### src/rtl/sr_button_conditioner.sv
// Conditions two raw bouncing buttons into S/R drives for a downstream SR latch, with reset dominating.
// Define SR_CONDITIONER_PULSE_EN for single-cycle S/R pulses on debounced presses instead of levels.
module sr_button_conditioner #(
   parameter int unsigned DEBOUNCE_CYCLES = 8
) (
   input  logic clk,
   input  logic reset,
   input  logic btn_set,
   input  logic btn_reset,
   output logic S,
   output logic R,
   output logic set_db,
   output logic reset_db
);

   localparam int unsigned   CW       = $clog2(DEBOUNCE_CYCLES + 1);
   localparam logic [CW-1:0] CNT_LAST = CW'(DEBOUNCE_CYCLES - 1);

   typedef enum logic [1:0] {
      IDLE,
      PRESS_WAIT,
      PRESSED,
      RELEASE_WAIT
   } db_state_t;

   // Channel 0 is the set button, channel 1 the reset button.
   logic [1:0]    sync_a;
   logic [1:0]    sb;
   db_state_t     state_q [2];
   db_state_t     state_d [2];
   logic [CW-1:0] cnt_q   [2];
   logic [CW-1:0] cnt_d   [2];
   logic [1:0]    lvl;
   logic          s_next;
   logic          r_next;

   always_comb begin
      for (int unsigned ch = 0; ch < 2; ch++) begin
         state_d[ch] = state_q[ch];
         cnt_d[ch]   = cnt_q[ch];
         lvl[ch]     = 1'b0;
         case (state_q[ch])
            IDLE: begin
               if (sb[ch]) begin
                  state_d[ch] = PRESS_WAIT;
                  cnt_d[ch]   = CW'(1);
               end
            end
            PRESS_WAIT: begin
               if (!sb[ch]) begin
                  state_d[ch] = IDLE;
                  cnt_d[ch]   = '0;
               end else if (cnt_q[ch] == CNT_LAST) begin
                  state_d[ch] = PRESSED;
                  cnt_d[ch]   = '0;
               end else begin
                  cnt_d[ch] = cnt_q[ch] + 1'b1;
               end
            end
            PRESSED: begin
               lvl[ch] = 1'b1;
               if (!sb[ch]) begin
                  state_d[ch] = RELEASE_WAIT;
                  cnt_d[ch]   = CW'(1);
               end
            end
            RELEASE_WAIT: begin
               lvl[ch] = 1'b1;
               if (sb[ch]) begin
                  state_d[ch] = PRESSED;
                  cnt_d[ch]   = '0;
               end else if (cnt_q[ch] == CNT_LAST) begin
                  state_d[ch] = IDLE;
                  cnt_d[ch]   = '0;
               end else begin
                  cnt_d[ch] = cnt_q[ch] + 1'b1;
               end
            end
            default: begin
               state_d[ch] = IDLE;
               cnt_d[ch]   = '0;
            end
         endcase
      end
   end

`ifdef SR_CONDITIONER_PULSE_EN
   // Rising edge = current level high while the registered level is still low.
   always_comb begin
      s_next = lvl[0] & ~set_db & ~lvl[1];
      r_next = lvl[1] & ~reset_db;
   end
`else
   always_comb begin
      s_next = lvl[0] & ~lvl[1];
      r_next = lvl[1];
   end
`endif

   always_ff @(posedge clk) begin
      if (reset) begin
         sync_a   <= '0;
         sb       <= '0;
         for (int unsigned ch = 0; ch < 2; ch++) begin
            state_q[ch] <= IDLE;
            cnt_q[ch]   <= '0;
         end
         set_db   <= 1'b0;
         reset_db <= 1'b0;
         S        <= 1'b0;
         R        <= 1'b0;
      end else begin
         sync_a   <= {btn_reset, btn_set};
         sb       <= sync_a;
         for (int unsigned ch = 0; ch < 2; ch++) begin
            state_q[ch] <= state_d[ch];
            cnt_q[ch]   <= cnt_d[ch];
         end
         set_db   <= lvl[0];
         reset_db <= lvl[1];
         S        <= s_next;
         R        <= r_next;
      end
   end

endmodule

### config.mk
export PLATFORM = sky130hd
export DESIGN_NAME = sr_button_conditioner
export DESIGN_NICKNAME = d
export VERILOG_FILES = /design/src/rtl/sr_button_conditioner.sv
export SDC_FILE = /design/constraint.sdc
export NUM_CORES = 1
export LEC_CHECK = 0
export ABC_AREA = 1
export BUFFER_PORTS_ARGS = -buffer_cell sky130_fd_sc_hd__buf_2
export CAP_MARGIN = 10
export CORE_UTILIZATION = 60
export DETAILED_ROUTE_END_ITERATION = 6
export GPL_TIMING_DRIVEN = 0
export PLACE_DENSITY = 0.87
export SYNTH_ARGS = -nofsm -noshare
export SYNTH_HDL_FRONTEND = slang
export SYNTH_SLANG_ARGS = --single-unit
### constraint.sdc
create_clock -name clk -period 2.7 [get_ports clk]
set_input_delay 0.27 -clock clk [delete_from_list [all_inputs] [get_ports clk]]
set_output_delay 0.27 -clock clk [all_outputs]
set_load 0.01 [all_outputs]
==> impl_metrics.yaml <==
power_and_ir_drop:
  p_leak_nw: 0.468
  power.density_nw_per_um2: 769
  ir_drop_v: 0.000420
global_routing:
  grt_overflow: 0
  track_usage: 0.210
  antenna_found_initial: 0
  grt_pass1_wl_mm: 2.21
  grt_max_degree: 12
  grt_pass1_vias: 572
timing:
  finalSetupViolations: 0
  finClkSkew_ps: 2.08
  maxClockFrequency_ghz: 0.629
  fin_crit_sh: 0.589
  rsz0062_at_grt: "false"
  slew_headroom: 0.705
  tightest_slew_ps: 442
  finalCriticalPeriod_ps: 1590
  final_max_slew_viol_count: 0
  hold_violations: 0
  tns_ps: 0
yosys:
  synth_fp_nets: 128
  ys_warn_count: 0
  muxShareOfSynthArea: 0
  syn_area_per_cell_um2: 7.43
  synth_adder_area_share: 0.0707
  syn_area_um2: 885
  synthSimpleGateAreaFrac: 0.298
  synth_xor_area_frac: 0.00990
  syn_inst: 119
  ys_seq_area_frac: 0.430
  synth_compound_area_frac: 0.102
  ys_ff_latch: 19
  netlist-cell-type-count: 25
  synth_top_family_by_area: "simple AND/OR/NAND/NOR gates"
routing:
  drt_iter0_markers: 17
  vias_per_cell: 5.06
  drc: 0
  route.vias.total: 733
  wl_per_cell_um: 10.2
  first_pass_iters: 4
  ant_nets: 0
  drt_wl_total_mm: 1.48
layout:
  final_cell_area_um2: 966
  fillCellCount: 100
  final_cells: 145
  layout_commonest_cell: "nand2_1"
  final_core_utilization: 0.724
  layout_common_cells: "nand2_1 (25), dfxtp_1 (19), nor2_1 (19)"
  area_growth_pct: 9.19
  final_nets: 140
  antennaDiodeCount: 0
  drive_gt1_frac: 0.154
clock_tree:
  htreeDepth: 1
  cts_tree: "done"
  cts.sinks: 19
  cts_buffers: 3
  clkTransAtPathRegs_ps: 110
  cts_setup_buffers: 0
  cts_root_buf: "clkbuf_4"
  clk_path_buf_depth: 2
  cts_hold_buf: 0
  clkLatencyLatePin_ps: 300
  cts-resized-gates: 0
floorplanning:
  start_util: 0.663
  core-area_um2: 1330
  io_pins: 8
  rows: 13
  die_h_um: 40.4
  die-area_um2: 1630
  die_x_um: 40.4
job:
  maxCapViolCount: 0
critical_path:
  worst_setup_path_start_kind: "flop"
  crit_required_ps: 2900
  crit_top_cell: "inv_1"
  cp_cell_sequence: "inv_1, ha_1, nand2_1, inv_1, a21oi_4, nand2_2, nor3_1, nor2_1"
  slowest_stage: "dfxtp_1"
  crit_arrival_ps: 1790
  cp-end-kind: "flop"
  crit_buf_inv: 2
  critPathKind: "flop to flop"
  max_stage_delay_ps: 450
  crit_family: "flip-flops"
  path_max_fanout: 9
placement:
  place_inst: 141
  io_buffers: 7
  postPlaceCellArea_um2: 938
  gp_congestion: 0.747
  place.detailed.hpwl_mm: 1.11
run_status:
  status: "complete, no violations"
min_path:
  hp-class: "primary input to flop"
==> per-stage QoR <==
step	setup slack, ps	power [mW]	hold WS [ps]
6_report	1110	0.742	162
4_1_cts	1130	0.744	158
5_1_grt	1010	0.794	162
2_1_floorplan	1330	0.547	348
3_5_place_dp	1150	0.598	396
3_3_place_gp	1210	0.590	393
==> layer usage <==
metal  routed length [um]  GRT usage  vias up
met5                    0          0        -
met4                   29      0.100        0
met3                   39     0.0667        4
met2                  631      0.313       10
met1                  778      0.269      323
li1                     -          -      396
==> area by class of cell <==
cell class | count | area, um^2 | share of cell area
multi-input combinational | 80 | 425 | 0.440
sequential | 19 | 380 | 0.394
inverter | 18 | 67.6 | 0.0699
timing repair buffer | 7 | 35.0 | 0.0363
clock buffer | 3 | 22.5 | 0.0233
tap | 15 | 18.8 | 0.0194
buffer | 2 | 11.3 | 0.0117
clock inverter | 1 | 5.00 | 0.00518
==> worst min-delay path: cells and delay by family <==
family	cells	cell delay [ps]
buffers and inverters	2	130
AND/OR/NAND/NOR	1	30
==> Yosys cell counts <==
master	n	share of area
nand2_1	25	0.11
dfxtp_1	19	0.43
nor2_1	19	0.081
inv_1	16	0.068
nand3_1	6	0.034
a21oi_1	5	0.028
ha_1	5	0.071
o21ai_0	4	0.023
inv_2	2	0.0085
nand2_2	2	0.014
nor3_1	2	0.011
a211oi_1	1	0.0085
a21o_1	1	0.0085
a21oi_4	1	0.018
a31oi_1	1	0.0071
buf_4	1	0.0085
clkbuf_1	1	0.0042
nand3_2	1	0.011
nand4_1	1	0.0071
nor2_2	1	0.0071
nor2_4	1	0.013
nor4_1	1	0.0071
o21a_1	1	0.0085
or2_1	1	0.0071
xnor2_1	1	0.0099
==> power breakdown <==
part / total (mW) / switching [mW] / leakage, nW / internal, mW
Sequential: 0.353 / 0.0355 / 0.155 / 0.317
Clock: 0.144 / 0.0891 / 0.0177 / 0.0552
Combinational: 0.245 / 0.147 / 0.295 / 0.0988
Total: 0.742 / 0.271 / 0.468 / 0.471
==> final timing paths <==
kind,from,endpoint,slack (ps),depth (start not counted)
max reg2reg,state_q[0][2]$_SDFFE_PP0P_,state_q[0][2]$_SDFFE_PP0P_,1110,8
max,state_q[0][2]$_SDFFE_PP0P_,state_q[0][2]$_SDFFE_PP0P_,1110,8
min reg2reg,sync_a[1]$_SDFF_PP0_,sb[1]$_SDFF_PP0_,410,2
min,btn_set,sync_a[0]$_SDFF_PP0_,160,3
==> kinds of logic (layout without fill, tap and decap cells) <==
| logic type | Yosys count | after routing |
|---|---|---|
| AND/OR/NAND/NOR | 60 | 60 |
| AO/OA/AOI/OAI | 14 | 14 |
| buffers and inverters | 20 | 31 |
| adder cells (fa/ha/maj) | 5 | 5 |
| flip-flops | 19 | 19 |
| XOR/XNOR | 1 | 1 |
(Power assumes the default switching activity.)
